$ cat src/rtl/hub_slot_ctrl_if.sv
// rtl/hub_slot_ctrl_if.sv - cog/hub handshake bundle for the hub slot sequencer
//
// Signals
//   req      8  per-cog hub request level, held until acknowledge
//   bus_ack  8  per-cog acknowledge pulse returned by the hub
//   ena_bus  1  one-cycle hub enable pulse
//   bus_sel  8  one-hot slot owner
//   grant    8  issue pulse, coincident with ena_bus
//   busy     8  per-cog request in flight (state != IDLE)
// Modports
//   slave   the sequencer: consumes req/bus_ack, drives the rest
//   master  the cog/hub side
interface hub_slot_ctrl_if;
    logic [7:0] req;
    logic [7:0] bus_ack;
    logic       ena_bus;
    logic [7:0] bus_sel;
    logic [7:0] grant;
    logic [7:0] busy;

    modport slave (
        input  req,
        input  bus_ack,
        output ena_bus,
        output bus_sel,
        output grant,
        output busy
    );

    modport master (
        output req,
        output bus_ack,
        input  ena_bus,
        input  bus_sel,
        input  grant,
        input  busy
    );
endinterface

$ cat src/rtl/hub_slot_ctrl.sv
// rtl/hub_slot_ctrl.sv - hub time-slot sequencer and per-cog access tracker
//
// Derives the hub enable pulse from clk_cog, rotates the one-hot slot owner,
// and tracks each cog's request IDLE -> WAIT -> ISSUED -> IDLE, flagging
// acknowledge timeouts and spurious acknowledges.
//
// Parameters
//   ENA_DIV  clk_cog cycles per ena_bus pulse (2..15)
//   ACK_TMO  ena_bus ticks allowed in ISSUED before timeout (3..15)
// Ports
//   clk_cog   in   cog clock
//   nres      in   asynchronous active-low reset
//   hub       if   req/bus_ack in, ena_bus/bus_sel/grant/busy out
//   err_tmo   out  sticky per-cog acknowledge timeout
//   err_spur  out  sticky per-cog acknowledge with nothing outstanding
//   err_clr   in   clears err_tmo and err_spur (a same-cycle set wins)
//   stat_sel  in   cog index for the stats read
//   stat_q    out  max WAIT ticks for cog stat_sel, one clock after stat_sel
//   stat_clr  in   clears all max registers (a same-cycle update wins)
// Optional feature
//   HUB_SLOT_STATS_EN  builds the WAIT-tick statistics; otherwise stat_q is 0
module hub_slot_ctrl #(
    parameter int ENA_DIV = 2,
    parameter int ACK_TMO = 4
) (
    input  logic                  clk_cog,
    input  logic                  nres,
    hub_slot_ctrl_if.slave        hub,
    output logic [7:0]            err_tmo,
    output logic [7:0]            err_spur,
    input  logic                  err_clr,
    input  logic [2:0]            stat_sel,
    output logic [15:0]           stat_q,
    input  logic                  stat_clr
);
    localparam logic [3:0] DIV_LAST = 4'(ENA_DIV - 1);
    localparam logic [3:0] TMO_LAST = 4'(ACK_TMO - 1);

    typedef enum logic [1:0] {
        S_IDLE   = 2'd0,
        S_WAIT   = 2'd1,
        S_ISSUED = 2'd2
    } cog_state_t;

    logic [3:0] div_cnt;
    logic       ena_q;
    logic [7:0] sel_q;

    cog_state_t state     [8];
    cog_state_t state_nxt [8];
    logic [3:0] tmo_cnt   [8];

    logic [7:0] grant_c;
    logic [7:0] tmo_hit;
    logic [7:0] spur_hit;
    logic [7:0] busy_c;

    assign hub.ena_bus = ena_q;
    assign hub.bus_sel = sel_q;
    assign hub.grant   = grant_c;
    assign hub.busy    = busy_c;

    // ena_bus is registered off the terminal count, so the first pulse
    // lands ENA_DIV clocks after reset release.
    always_ff @(posedge clk_cog or negedge nres) begin
        if (!nres) begin
            div_cnt <= 4'd0;
            ena_q   <= 1'b0;
            sel_q   <= 8'h01;
        end else begin
            ena_q   <= (div_cnt == DIV_LAST);
            div_cnt <= (div_cnt == DIV_LAST) ? 4'd0 : div_cnt + 4'd1;
            if (ena_q) begin
                sel_q <= {sel_q[6:0], sel_q[7]};
            end
        end
    end

    always_ff @(posedge clk_cog or negedge nres) begin
        if (!nres) begin
            for (int n = 0; n < 8; n++) begin
                state[n] <= S_IDLE;
            end
        end else begin
            for (int n = 0; n < 8; n++) begin
                state[n] <= state_nxt[n];
            end
        end
    end

    always_comb begin
        grant_c  = 8'h00;
        tmo_hit  = 8'h00;
        spur_hit = 8'h00;
        busy_c   = 8'h00;
        for (int n = 0; n < 8; n++) begin
            state_nxt[n] = state[n];
            busy_c[n]    = (state[n] != S_IDLE);
            spur_hit[n]  = hub.bus_ack[n] && (state[n] != S_ISSUED);
            case (state[n])
                // A request arriving on its own slot skips WAIT entirely.
                S_IDLE: begin
                    if (ena_q && sel_q[n] && hub.req[n]) begin
                        state_nxt[n] = S_ISSUED;
                        grant_c[n]   = 1'b1;
                    end else if (hub.req[n]) begin
                        state_nxt[n] = S_WAIT;
                    end
                end
                S_WAIT: begin
                    if (ena_q && sel_q[n] && hub.req[n]) begin
                        state_nxt[n] = S_ISSUED;
                        grant_c[n]   = 1'b1;
                    end else if (!hub.req[n]) begin
                        state_nxt[n] = S_IDLE;
                    end
                end
                // Ack is tested first so it beats a coincident timeout.
                S_ISSUED: begin
                    if (hub.bus_ack[n]) begin
                        state_nxt[n] = S_IDLE;
                    end else if (ena_q && (tmo_cnt[n] >= TMO_LAST)) begin
                        state_nxt[n] = S_IDLE;
                        tmo_hit[n]   = 1'b1;
                    end
                end
                default: begin
                    state_nxt[n] = S_IDLE;
                end
            endcase
        end
    end

    // Counts ena_bus ticks since issue; saturating so it can never wrap
    // back under the timeout threshold.
    always_ff @(posedge clk_cog or negedge nres) begin
        if (!nres) begin
            for (int n = 0; n < 8; n++) begin
                tmo_cnt[n] <= 4'd0;
            end
        end else begin
            for (int n = 0; n < 8; n++) begin
                if (grant_c[n]) begin
                    tmo_cnt[n] <= 4'd0;
                end else if ((state[n] == S_ISSUED) && ena_q && (tmo_cnt[n] != 4'hF)) begin
                    tmo_cnt[n] <= tmo_cnt[n] + 4'd1;
                end
            end
        end
    end

    always_ff @(posedge clk_cog or negedge nres) begin
        if (!nres) begin
            err_tmo  <= 8'h00;
            err_spur <= 8'h00;
        end else begin
            err_tmo  <= (err_tmo  & ~{8{err_clr}}) | tmo_hit;
            err_spur <= (err_spur & ~{8{err_clr}}) | spur_hit;
        end
    end

`ifdef HUB_SLOT_STATS_EN
    logic [3:0]  wait_cnt [8];
    logic [15:0] max_q    [8];

    // wait_cnt counts ena_bus ticks spent in WAIT, excluding the granting
    // tick itself; the max is sampled on the WAIT->ISSUED transition.
    always_ff @(posedge clk_cog or negedge nres) begin
        if (!nres) begin
            for (int n = 0; n < 8; n++) begin
                wait_cnt[n] <= 4'd0;
                max_q[n]    <= 16'h0000;
            end
            stat_q <= 16'h0000;
        end else begin
            for (int n = 0; n < 8; n++) begin
                if ((state[n] != S_WAIT) && (state_nxt[n] == S_WAIT)) begin
                    wait_cnt[n] <= 4'd0;
                end else if ((state[n] == S_WAIT) && (state_nxt[n] == S_WAIT) &&
                             ena_q && (wait_cnt[n] != 4'hF)) begin
                    wait_cnt[n] <= wait_cnt[n] + 4'd1;
                end
                if ((state[n] == S_WAIT) && grant_c[n] &&
                    ({12'h000, wait_cnt[n]} > max_q[n])) begin
                    max_q[n] <= {12'h000, wait_cnt[n]};
                end else if (stat_clr) begin
                    max_q[n] <= 16'h0000;
                end
            end
            stat_q <= max_q[stat_sel];
        end
    end
`else
    logic stats_unused;
    assign stats_unused = ^{stat_sel, stat_clr};
    assign stat_q       = 16'h0000;
`endif

endmodule

$ cat src/flat_wrapper.sv
// flat-port wrapper written by rule: the top's interface ports become plain ports
module hub_slot_ctrl_flat 
#(
    parameter int ENA_DIV = 2,
    parameter int ACK_TMO = 4
)
  (clk_cog, nres, err_tmo, err_spur, err_clr, stat_sel, stat_q, stat_clr, hub_req, hub_bus_ack, hub_ena_bus, hub_bus_sel, hub_grant, hub_busy);
  hub_slot_ctrl_if hub_i ();
  input  logic clk_cog;
  input  logic nres;
  output logic [7:0] err_tmo;
  output logic [7:0] err_spur;
  input  logic err_clr;
  input  logic [2:0] stat_sel;
  output logic [15:0] stat_q;
  input  logic stat_clr;
  input wire logic [$bits(hub_i.req)-1:0] hub_req;
  input wire logic [$bits(hub_i.bus_ack)-1:0] hub_bus_ack;
  output wire logic [$bits(hub_i.ena_bus)-1:0] hub_ena_bus;
  output wire logic [$bits(hub_i.bus_sel)-1:0] hub_bus_sel;
  output wire logic [$bits(hub_i.grant)-1:0] hub_grant;
  output wire logic [$bits(hub_i.busy)-1:0] hub_busy;
  assign hub_i.req = hub_req;
  assign hub_i.bus_ack = hub_bus_ack;
  assign hub_ena_bus = hub_i.ena_bus;
  assign hub_bus_sel = hub_i.bus_sel;
  assign hub_grant = hub_i.grant;
  assign hub_busy = hub_i.busy;
  hub_slot_ctrl #(.ENA_DIV(ENA_DIV), .ACK_TMO(ACK_TMO)) u_core (.clk_cog(clk_cog), .nres(nres), .hub(hub_i), .err_tmo(err_tmo), .err_spur(err_spur), .err_clr(err_clr), .stat_sel(stat_sel), .stat_q(stat_q), .stat_clr(stat_clr));
endmodule
$ cat config.mk
export PLATFORM = sky130hd
export DESIGN_NAME = hub_slot_ctrl_flat
export DESIGN_NICKNAME = d
export VERILOG_FILES = /design/src/rtl/hub_slot_ctrl_if.sv /design/src/rtl/hub_slot_ctrl.sv /design/src/flat_wrapper.sv
export SDC_FILE = /design/constraint.sdc
export NUM_CORES = 1
export LEC_CHECK = 0
export ABC_AREA = 1
export BUFFER_PORTS_ARGS = -buffer_cell sky130_fd_sc_hd__buf_4
export CAP_MARGIN = 10
export CORE_MARGIN = 2
export CORE_UTILIZATION = 55
export CTS_BUF_LIST = sky130_fd_sc_hd__clkbuf_4 sky130_fd_sc_hd__clkbuf_8
export CTS_CLUSTER_DIAMETER = 50
export CTS_CLUSTER_SIZE = 40
export DETAILED_ROUTE_END_ITERATION = 16
export HOLD_SLACK_MARGIN = 0.02
export MAX_ROUTING_LAYER = met4
export PLACE_DENSITY = 0.89
export SLEW_MARGIN = 20
export SYNTH_ARGS = -nofsm -noshare
export SYNTH_HDL_FRONTEND = slang
export SYNTH_SLANG_ARGS = --single-unit
$ cat constraint.sdc
create_clock -name clk_cog -period 2.8 [get_ports clk_cog]
set_input_delay 0.28 -clock clk_cog [delete_from_list [all_inputs] [get_ports clk_cog]]
set_output_delay 0.28 -clock clk_cog [all_outputs]
set_load 0.05 [all_outputs]
==> results of run 1 <==
[cells by family (layout without fill, tap and decap cells)]
group / count (synthesis) / after routing / synth area share [%]
other cells: 1 / 16 / 0.0920
buf+inv: 113 / 169 / 12.6
xor+xnor: 9 / 9 / 1.93
fa+ha+maj: 8 / 8 / 2.46
compound gates: 45 / 45 / 5.83
simple gates: 264 / 264 / 29.7
flops: 77 / 77 / 47.3
[final cells by class]
class	instances	area share (%)
sequential	77	40.5
multi-input combinational	342	35.5
timing repair buffer	62	9.79
inverter	91	7.18
clock buffer	10	2.89
tap	99	2.60
clock inverter	6	1.47
[registers in the layout (all words and copies together), names as in the netlist]
signal              cells
u_core.state           16
u_core.err_tmo          8
u_core.err_spur         8
u_core.tmo_cnt         32
u_core.hub.bus_sel      8
u_core.div_cnt          4
u_core.hub.ena_bus      1
[per-stage QoR]
| step | worst slack [ns] | util [%] | cell area (µm²) | hold WS, ns |
|---|---|---|---|---|
| final | 0.554 | 65.9 | 4760 | 0.0684 |
| after CTS | 0.562 | 65.9 | 4760 | 0.108 |
| after detailed placement | 0.959 | 63.0 | 4550 | 0.488 |
| after global placement | 0.949 | 63.0 | 4550 | 0.447 |
| after global routing | 0.432 | 65.9 | 4760 | 0.168 |
| after floorplan | 0.962 | - | 4130 | -0.0156 |
[power by group through the flow]
| stage | combinational [mW] | clock (mW) | sequential (mW) |
|---|---|---|---|
| 2_1_floorplan | 0.267 | 0 | 1.22 |
| 3_3_place_gp | 0.387 | 0 | 1.20 |
| 3_5_place_dp | 0.398 | 0 | 1.20 |
| 4_1_cts | 0.399 | 0.890 | 1.18 |
| 5_1_grt | 0.427 | 0.935 | 1.19 |
| 6_report | 0.397 | 0.873 | 1.18 |
[per-layer routing]
| layer | part of all wire (%) | wire length [µm] | up-vias | GRT usage, % |
|---|---|---|---|---|
| li1 | - | - | 1745 | - |
| met1 | 43 | 3630 | 1655 | 25.7 |
| met2 | 51 | 4370 | 105 | 39.1 |
| met3 | 5.4 | 456 | 8 | 4.44 |
| met4 | 0.62 | 53 | 0 | 6.41 |
| met5 | 0 | 0 | - | - |
[layout by cell type (no fill, tap or decap), types with 4 or more instances in the layout]
| master | synthesis | final |
|---|---|---|
| nand4_1 | 12 | 12 |
| ha_1 | 8 | 8 |
| nor3_1 | 4 | 4 |
| o22ai_1 | 10 | 10 |
| buf_4 | 17 | 62 |
| nor2_1 | 29 | 29 |
| o21ai_0 | 30 | 30 |
| dfrtp_1 | 76 | 76 |
| a21oi_1 | 5 | 5 |
| and3_1 | 4 | 4 |
| xor2_1 | 9 | 9 |
| nor2_2 | 8 | 8 |
| inv_1 | 89 | 89 |
| clkbuf_8 | 0 | 10 |
| nand2_1 | 124 | 124 |
| conb_1 | 1 | 16 |
| nand3_1 | 71 | 71 |
| nor2_4 | 4 | 4 |
[worst paths after layout]
| kind | start | to | slack [ns] | cells past startpoint |
|---|---|---|---|---|
| worst max register to register | u_core.hub.ena_bus | u_core.tmo_cnt[11] | 0.96 | 7 |
| worst min-delay path | nres | u_core.tmo_cnt[9] | 0.07 | 1 |
| worst min register to register | u_core.div_cnt[3] | u_core.div_cnt[3] | 0.50 | 1 |
| min in group clk_cog | hub_req[7] | u_core.state[0] | 0.16 | 3 |
| max in group asynchronous | nres | u_core.state[7] | 2.13 | 1 |
| worst max-delay path | u_core.hub.ena_bus | hub_grant[7] | 0.55 | 4 |
[critical path, delay by kind of cell, from the launching register on]
family                 cells  cell delay (ns)
buffers and inverters      3             0.70
flip-flops                 1             0.67
AND/OR/NAND/NOR            1             0.25
==> impl_metrics.json, run 1 <==
{
  "synth_top_cell_area_share_pct": 46.7,
  "grt_pass1_wl_um": 14400,
  "drive_gt1_share_pct": 17.2,
  "drv_slew": 0,
  "root_buffer": "clkbuf_8",
  "slowest_stage": "dfrtp_1",
  "power_per_cell_area_mw_per_mm2": 515,
  "hold_violations": 0,
  "die_y_um": 90.1,
  "synthArstFlopShare_pct": 100,
  "multi_input_area_mm2": 0.00169,
  "drc": 0,
  "num_antenna_cells": 0,
  "io_pins": 80,
  "synthesis.area_mm2": 0.00408,
  "clk_path_buf_depth": 2,
  "slowest_delay_ns": 0.67,
  "syn_area_per_cell_um2": 7.88,
  "cts_tree": "done",
  "overflow": 0,
  "synthTopCellsByArea": "dfrtp_1 (47%), nand2_1 (11%), nand3_1 (8.7%)",
  "ant_nets": 0,
  "start_util_pct": 56.5,
  "internal_power_mw": 1.69,
  "status": "finished, final reports clean",
  "synth.most_common_cell": "nand2_1",
  "syn_inst": 517,
  "start_kind": "flop",
  "worstSetupPathType": "reg2out",
  "p_clk_share_pct": 35.6,
  "ys_ff_latch": 77,
  "register_area_mm2": 0.00193,
  "cp_max_fo": 16,
  "holdBufCountCts": 0,
  "min_period_ns": 2.25,
  "critical_path_arrival_ns": 1.97,
  "hold_class": "in2async",
  "cts_setup_buffers": 0,
  "cts_sinks": 77,
  "rsz0062_at_grt": "false",
  "cap_violations": 0,
  "h-tree-depth": 3,
  "grt_max_degree": 78,
  "die_w_um": 90.1,
  "syn2layout_area_growth_pct": 16.7,
  "cp_common_cell": "buf_4",
  "gp_congestion": 0.835,
  "rows": 31,
  "finalCritPeriodShare_pct": 80.2,
  "coreArea_mm2": 0.00721,
  "hpwl_um": 6250,
  "drtIter0Drc": 191,
  "cp.required_ns": 2.52,
  "yosysWarnings": 0,
  "leakagePower_nw": 2.59,
  "power.share.switching_pct": 30.9,
  "path_cells": "buf_4 -> nand4_1 -> inv_1 -> buf_4",
  "cts_buffers": 9,
  "ir_drop_uv": 327,
  "fmax_mhz": 445,
  "fin_cells": 687,
  "n_fill_cell": 591,
  "antenna_found_initial": 0,
  "clock_latency_ns": 0.35,
  "layout.nets": 614,
  "place_inst": 671,
  "yosys.area.top_type": "dfrtp_1",
  "synth_edf_count": 0,
  "total_power_mw": 2.45,
  "finalSetupViolations": 0,
  "grt_pass1_vias": 3354,
  "cts.repair.resized": 0,
  "clk_pin_slew_worst_paths_ns": 0.08,
  "tns_ns": 0,
  "power_frac_comb_pct": 16.2,
  "num_vias": 3513,
  "via_per_inst": 5.11,
  "dieArea_mm2": 0.00812,
  "yosysUniqueCellTypes": 27,
  "routed_wl_um": 8510,
  "relSlewSlack_pct": 37.3,
  "p_seq_share_pct": 48.2,
  "tightest_slew_ns": 0.940,
  "synth_common_cells": "nand2_1 (124), inv_1 (89), dfrtp_1 (76)",
  "first_pass_iters": 4,
  "seq_area_frac_synth_pct": 47.3,
  "clock-skew-final_ns": 0.0105,
  "power.switching_mw": 0.757,
  "port_buffers": 59,
  "track_usage_pct": 22.2,
  "ys.flop_type": "dfrtp_1",
  "setup.worst_path.end_class": "output pin",
  "wl_per_cell_um": 12.4
}
(Power assumes the default switching activity.)
==> inputs of run 2 (changes only) <==
--- a/config.mk
+++ b/config.mk
@@ -9,14 +9,14 @@
 export BUFFER_PORTS_ARGS = -buffer_cell sky130_fd_sc_hd__buf_4
 export CAP_MARGIN = 10
 export CORE_MARGIN = 2
-export CORE_UTILIZATION = 55
+export CORE_UTILIZATION = 52
 export CTS_BUF_LIST = sky130_fd_sc_hd__clkbuf_4 sky130_fd_sc_hd__clkbuf_8
 export CTS_CLUSTER_DIAMETER = 50
 export CTS_CLUSTER_SIZE = 40
 export DETAILED_ROUTE_END_ITERATION = 16
 export HOLD_SLACK_MARGIN = 0.02
 export MAX_ROUTING_LAYER = met4
-export PLACE_DENSITY = 0.89
+export PLACE_DENSITY = 0.88
 export SLEW_MARGIN = 20
 export SYNTH_ARGS = -nofsm -noshare
 export SYNTH_HDL_FRONTEND = slang
==> constraint.sdc (replaced) <==
create_clock -name clk_cog -period 2 [get_ports clk_cog]
set_input_delay 0.2 -clock clk_cog [delete_from_list [all_inputs] [get_ports clk_cog]]
set_output_delay 0.2 -clock clk_cog [all_outputs]
set_load 0.05 [all_outputs]
==> run 2 against run 1 <==
Against the previous run:
- first-iteration DRC count down 12%
- die area up 5.5%
- via count down 0.60%
- final area up 1.4%
- critical path depth up 2
- non-clock buffer count up 3
- largest power group unchanged
==> impl_metrics.json, run 2 (synthesis gave the netlist of run 1 again) <==
{
  "grt_max_degree": 40,
  "clk_pin_slew_worst_paths_ns": 0.07,
  "largestRegisters": "u_core.tmo_cnt: 32 flops, u_core.state: 16 flops",
  "min_period_ns": 1.86,
  "hold_depth": 3,
  "die_y_um": 92.5,
  "cts_sinks": 77,
  "routed_wl_um": 8440,
  "critical_path_arrival_ns": 1.66,
  "drtIter0Drc": 168,
  "tns_ns": 0,
  "power_per_cell_area_mw_per_mm2": 736,
  "die_w_um": 92.5,
  "dieArea_mm2": 0.00856,
  "ant_nets": 0,
  "rows": 32,
  "layout.nets": 617,
  "root_buffer": "clkbuf_8",
  "clock-skew-final_ns": 0.00903,
  "layout_common_cells": "nand2_1 (124), inv_1 (89), dfrtp_1 (76), nand3_1 (71), buf_4 (62)",
  "rsz0062_at_grt": "false",
  "gp_congestion": 0.873,
  "h-tree-depth": 3,
  "internal_power_mw": 2.54,
  "power.switching_mw": 1.01,
  "final_common_cell": "nand2_1",
  "worstSetupPathType": "reg2out",
  "r2r_cells": 7,
  "top_register": "u_core.tmo_cnt",
  "finalCritPeriodShare_pct": 92.9,
  "power.share.switching_pct": 28.4,
  "clk_path_buf_depth": 2,
  "grt_pass1_wl_um": 14400,
  "hpwl_um": 6340,
  "start_kind": "flop",
  "coreArea_mm2": 0.00765,
  "port_buffers": 59,
  "status": "finished, final reports clean",
  "p_clk_share_pct": 37.5,
  "slowest_delay_ns": 0.37,
  "finalSetupViolations": 0,
  "slowest_stage": "dfrtp_1",
  "cp.required_ns": 1.80,
  "grt_pass1_vias": 3402,
  "start_util_pct": 53.3,
  "cts_tree": "done",
  "overflow": 0,
  "hold_class": "in2reg",
  "drc": 0,
  "drive_gt1_share_pct": 17.4,
  "ir_drop_uv": 434,
  "leakagePower_nw": 2.63,
  "via_per_inst": 5.04,
  "cp_common_cell": "nand2_1",
  "io_pins": 80,
  "first_pass_iters": 5,
  "largest_reg_flops": 32,
  "cts_setup_buffers": 0,
  "hold_violations": 0,
  "drv_slew": 0,
  "cts_buffers": 9,
  "num_vias": 3492,
  "cp_max_fo": 25,
  "antenna_found_initial": 0,
  "setup.worst_path.end_class": "output pin",
  "power_frac_comb_pct": 15.8,
  "track_usage_pct": 21.5,
  "num_antenna_cells": 0,
  "syn2layout_area_growth_pct": 18.3,
  "wl_per_cell_um": 12.2,
  "cap_violations": 0,
  "p_seq_share_pct": 46.6,
  "clock_latency_ns": 0.34,
  "path_cells": "buf_6 -> nand2_1 -> nor2_1 -> nand2_1 -> inv_1 -> buf_4",
  "total_power_mw": 3.55,
  "fmax_mhz": 538
}
[run 2: power by group through the flow]
stage | Clock [mW] | Sequential, mW | Combinational, mW
floorplan | 0 | 1.71 | 0.374
global placement | 0 | 1.68 | 0.549
detailed placement | 0 | 1.68 | 0.566
CTS | 1.35 | 1.65 | 0.569
global route | 1.42 | 1.66 | 0.616
finish | 1.33 | 1.66 | 0.563
[run 2: cell type report]
| cell class | count | area, µm² |
|---|---|---|
| fill | 669 | 2830 |
| sequential | 77 | 1930 |
| multi-input combinational | 342 | 1690 |
| timing repair buffer | 65 | 507 |
| inverter | 91 | 342 |
| clock buffer | 12 | 159 |
| tap | 102 | 128 |
| clock inverter | 4 | 70.1 |
[run 2: timing repair]
| item | in CTS | in global routing |
|---|---|---|
| hold buffers | 1 | 0 |
| endpoints found under the setup margin | 0 | 1 |
| endpoints found under the hold margin | 36 | 0 |
| gates resized for setup | 0 | 1 |
[run 2: path summary, 6_finish.rpt]
check | start | slack (ns) | to
max in group asynchronous | nres | 1.08 | u_core.hub.bus_sel[0]
hold / removal | hub_req[7] | 0.11 | u_core.state[0]
min in group asynchronous | nres | 0.36 | u_core.tmo_cnt[19]
setup / recovery | u_core.hub.ena_bus | 0.14 | hub_grant[3]
setup reg to reg | u_core.tmo_cnt[8] | 0.61 | u_core.tmo_cnt[10]
hold reg to reg | u_core.div_cnt[3] | 0.46 | u_core.div_cnt[3]
[run 2: per-layer routing]
| layer | GRT usage (%) | wire, µm |
|---|---|---|
| met1 | 25.5 | 3720 |
| met2 | 36.9 | 4270 |
| met5 | - | 0 |
| met4 | 9.33 | 135 |
| met3 | 3.09 | 322 |
[run 2: worst max-delay path, delay by kind of cell (launching register included)]
| kind | cells | cell delay [ns] |
|---|---|---|
| buffers and inverters | 3 | 0.52 |
| DFF | 1 | 0.37 |
| and+or+nand+nor | 3 | 0.43 |
[run 2: stage by stage]
stage	setup WS [ns]	instance area, µm²	hold slack, ns	utilization [%]	instances
CTS	0.0844	4820	0.0942	63.0	693
global placement	0.493	4580	0.203	59.9	676
global route	0.00545	4820	0.112	63.1	693
floorplan	0.242	4130	-0.0956	-	532
finish	0.141	4820	0.106	63.1	693
detailed placement	0.463	4580	0.202	59.9	676
==> inputs of run 3 (changes only) <==
--- a/config.mk
+++ b/config.mk
@@ -17,6 +17,7 @@
 export HOLD_SLACK_MARGIN = 0.02
 export MAX_ROUTING_LAYER = met4
 export PLACE_DENSITY = 0.88
+export RECOVER_POWER = 100
 export SLEW_MARGIN = 20
 export SYNTH_ARGS = -nofsm -noshare
 export SYNTH_HDL_FRONTEND = slang
==> run 3 against run 2 <==
Against the previous run:
- utilization fell by 2.5 points
- critical endpoint is now hub_grant[4]
- power fell by 1.5%
- final area fell by 3.9%
- sequential power barely moved
- routed wire length fell by 0.56%
- largest cell class unchanged
- global-route usage did not move
- via count fell by 0.20%
==> impl_metrics.json, run 3 (synthesis gave the netlist of run 1 again) <==
{
  "status": "finished, final reports clean",
  "cts_buffers": 9,
  "cap_violations": 0,
  "largest_reg_flops": 32,
  "via_per_inst": 5.03,
  "track_usage_pct": 21.5,
  "n_fill_cell": 715,
  "routed_wl_um": 8400,
  "ir_drop_uv": 404,
  "clk_path_buf_depth": 2,
  "busiest_layer": "met2",
  "dieArea_mm2": 0.00856,
  "overflow": 0,
  "critical_path_arrival_ns": 1.66,
  "power.share.switching_pct": 28.6,
  "hold_ws_ns": 0.109,
  "clock-skew-final_ns": 0.00867,
  "tns_ns": 0,
  "h-tree-depth": 3,
  "power_per_cell_area_mw_per_mm2": 755,
  "setup.worst_path.end_class": "output pin",
  "final_common_cell": "nand2_1",
  "start_util_pct": 53.3,
  "drtIter0Drc": 170,
  "syn2layout_area_growth_pct": 13.7,
  "cp_max_fo": 20,
  "met2_usage_pct": 36.9,
  "root_buffer": "clkbuf_8",
  "io_pins": 80,
  "port_buffers": 59,
  "worstSetupPathType": "reg2out",
  "die_y_um": 92.5,
  "finalCritPeriodShare_pct": 93.2,
  "clk_pin_slew_worst_paths_ns": 0.07,
  "relSlewSlack_pct": 39.1,
  "min_period_ns": 1.86,
  "cts_tree": "done",
  "hold_violations": 0,
  "coreArea_mm2": 0.00765,
  "finalSetupViolations": 0,
  "use_met1_pct": 25.5,
  "hold_class": "in2reg",
  "gp_congestion": 0.873,
  "p_clk_share_pct": 38.0,
  "fmax_mhz": 537,
  "drv_slew": 0,
  "layout_common_cells": "nand2_1 (126), inv_1 (89), dfrtp_1 (76), nand3_1 (71), clkbuf_1 (35)",
  "drc": 0,
  "wl_per_cell_um": 12.1,
  "die_w_um": 92.5,
  "gr-usage-met3_pct": 3.09,
  "hpwl_um": 6340,
  "leakagePower_nw": 2.48,
  "cp.required_ns": 1.80,
  "p_seq_share_pct": 47.3,
  "layout.nets": 617,
  "tightest_slew_ns": 0.913,
  "largestRegisters": "u_core.tmo_cnt: 32 flops, u_core.state: 16 flops",
  "drive_gt1_share_pct": 10.3,
  "ant_nets": 0,
  "first_pass_iters": 4,
  "cts_sinks": 77,
  "power.switching_mw": 1.00,
  "grt_pass1_wl_um": 14400,
  "rsz0062_at_grt": "false",
  "top_register": "u_core.tmo_cnt",
  "num_vias": 3485,
  "start_kind": "flop",
  "power_frac_comb_pct": 14.7,
  "grt_max_degree": 40,
  "num_antenna_cells": 0,
  "antenna_found_initial": 0,
  "clock_latency_ns": 0.34,
  "grt_pass1_vias": 3402,
  "rows": 32,
  "internal_power_mw": 2.50
}
-- run 3: power by group through the flow --
stage	clock [mW]	combinational, mW	sequential (mW)
6_report	1.33	0.515	1.66
5_1_grt	1.42	0.567	1.66
4_1_cts	1.35	0.569	1.65
3_5_place_dp	0	0.566	1.68
3_3_place_gp	0	0.549	1.68
2_1_floorplan	0	0.374	1.71
-- run 3: cell type report --
type	instances	area, µm²	share of cell area, %
well taps	102	128	2.75
clock buffers	12	159	3.43
inverters	91	342	7.37
flip-flops and latches	77	1930	41.6
clock inverters	4	70.1	1.51
multi-input cells	342	1660	35.9
repair buffers	65	345	7.45
-- run 3: worst paths after layout --
check,slack [ns],cells after the start,endpoint,start
worst max-delay path,0.14,4,hub_grant[4],u_core.hub.ena_bus
worst min-delay path,0.11,3,u_core.state[0],hub_req[7]
worst max register to register,0.49,7,u_core.tmo_cnt[10],u_core.tmo_cnt[8]
worst min register to register,0.46,1,u_core.div_cnt[3],u_core.div_cnt[3]
max in group asynchronous,0.41,3,u_core.hub.bus_sel[0],nres
min in group asynchronous,0.52,2,u_core.tmo_cnt[19],nres
-- run 3: critical path: stages (launching register included) --
cell	delay [ns]
dfrtp_1	0.36
buf_4	0.25
nand2_1	0.13
nor2_1	0.25
buf_2	0.32
-- run 3: routing by layer --
layer | up-vias | part of all wire, %
met1 | 1634 | 44
met4 | 0 | 1.3
met3 | 13 | 4.2
li1 | 1746 | -
met5 | - | 0
met2 | 92 | 51
-- run 3: what timing repair did --
| action | CTS | global route |
|---|---|---|
| setup endpoints to repair | 0 | 1 |
| gates resized for setup | 0 | 1 |
| hold endpoints to repair | 36 | 0 |
| buffers inserted | 0 | 0 |
| hold buffers | 1 | 0 |
-- run 3: metrics by stage --
step / instance area, µm² / instances / util [%] / setup slack [ns] / total power, mW
after floorplan: 4130 / 532 / - / 0.242 / 2.09
after global placement: 4580 / 676 / 59.9 / 0.493 / 2.23
after detailed placement: 4580 / 676 / 59.9 / 0.463 / 2.25
after CTS: 4820 / 693 / 63.0 / 0.0844 / 3.58
after global routing: 4630 / 693 / 60.6 / 0.0108 / 3.65
final: 4630 / 693 / 60.6 / 0.136 / 3.50
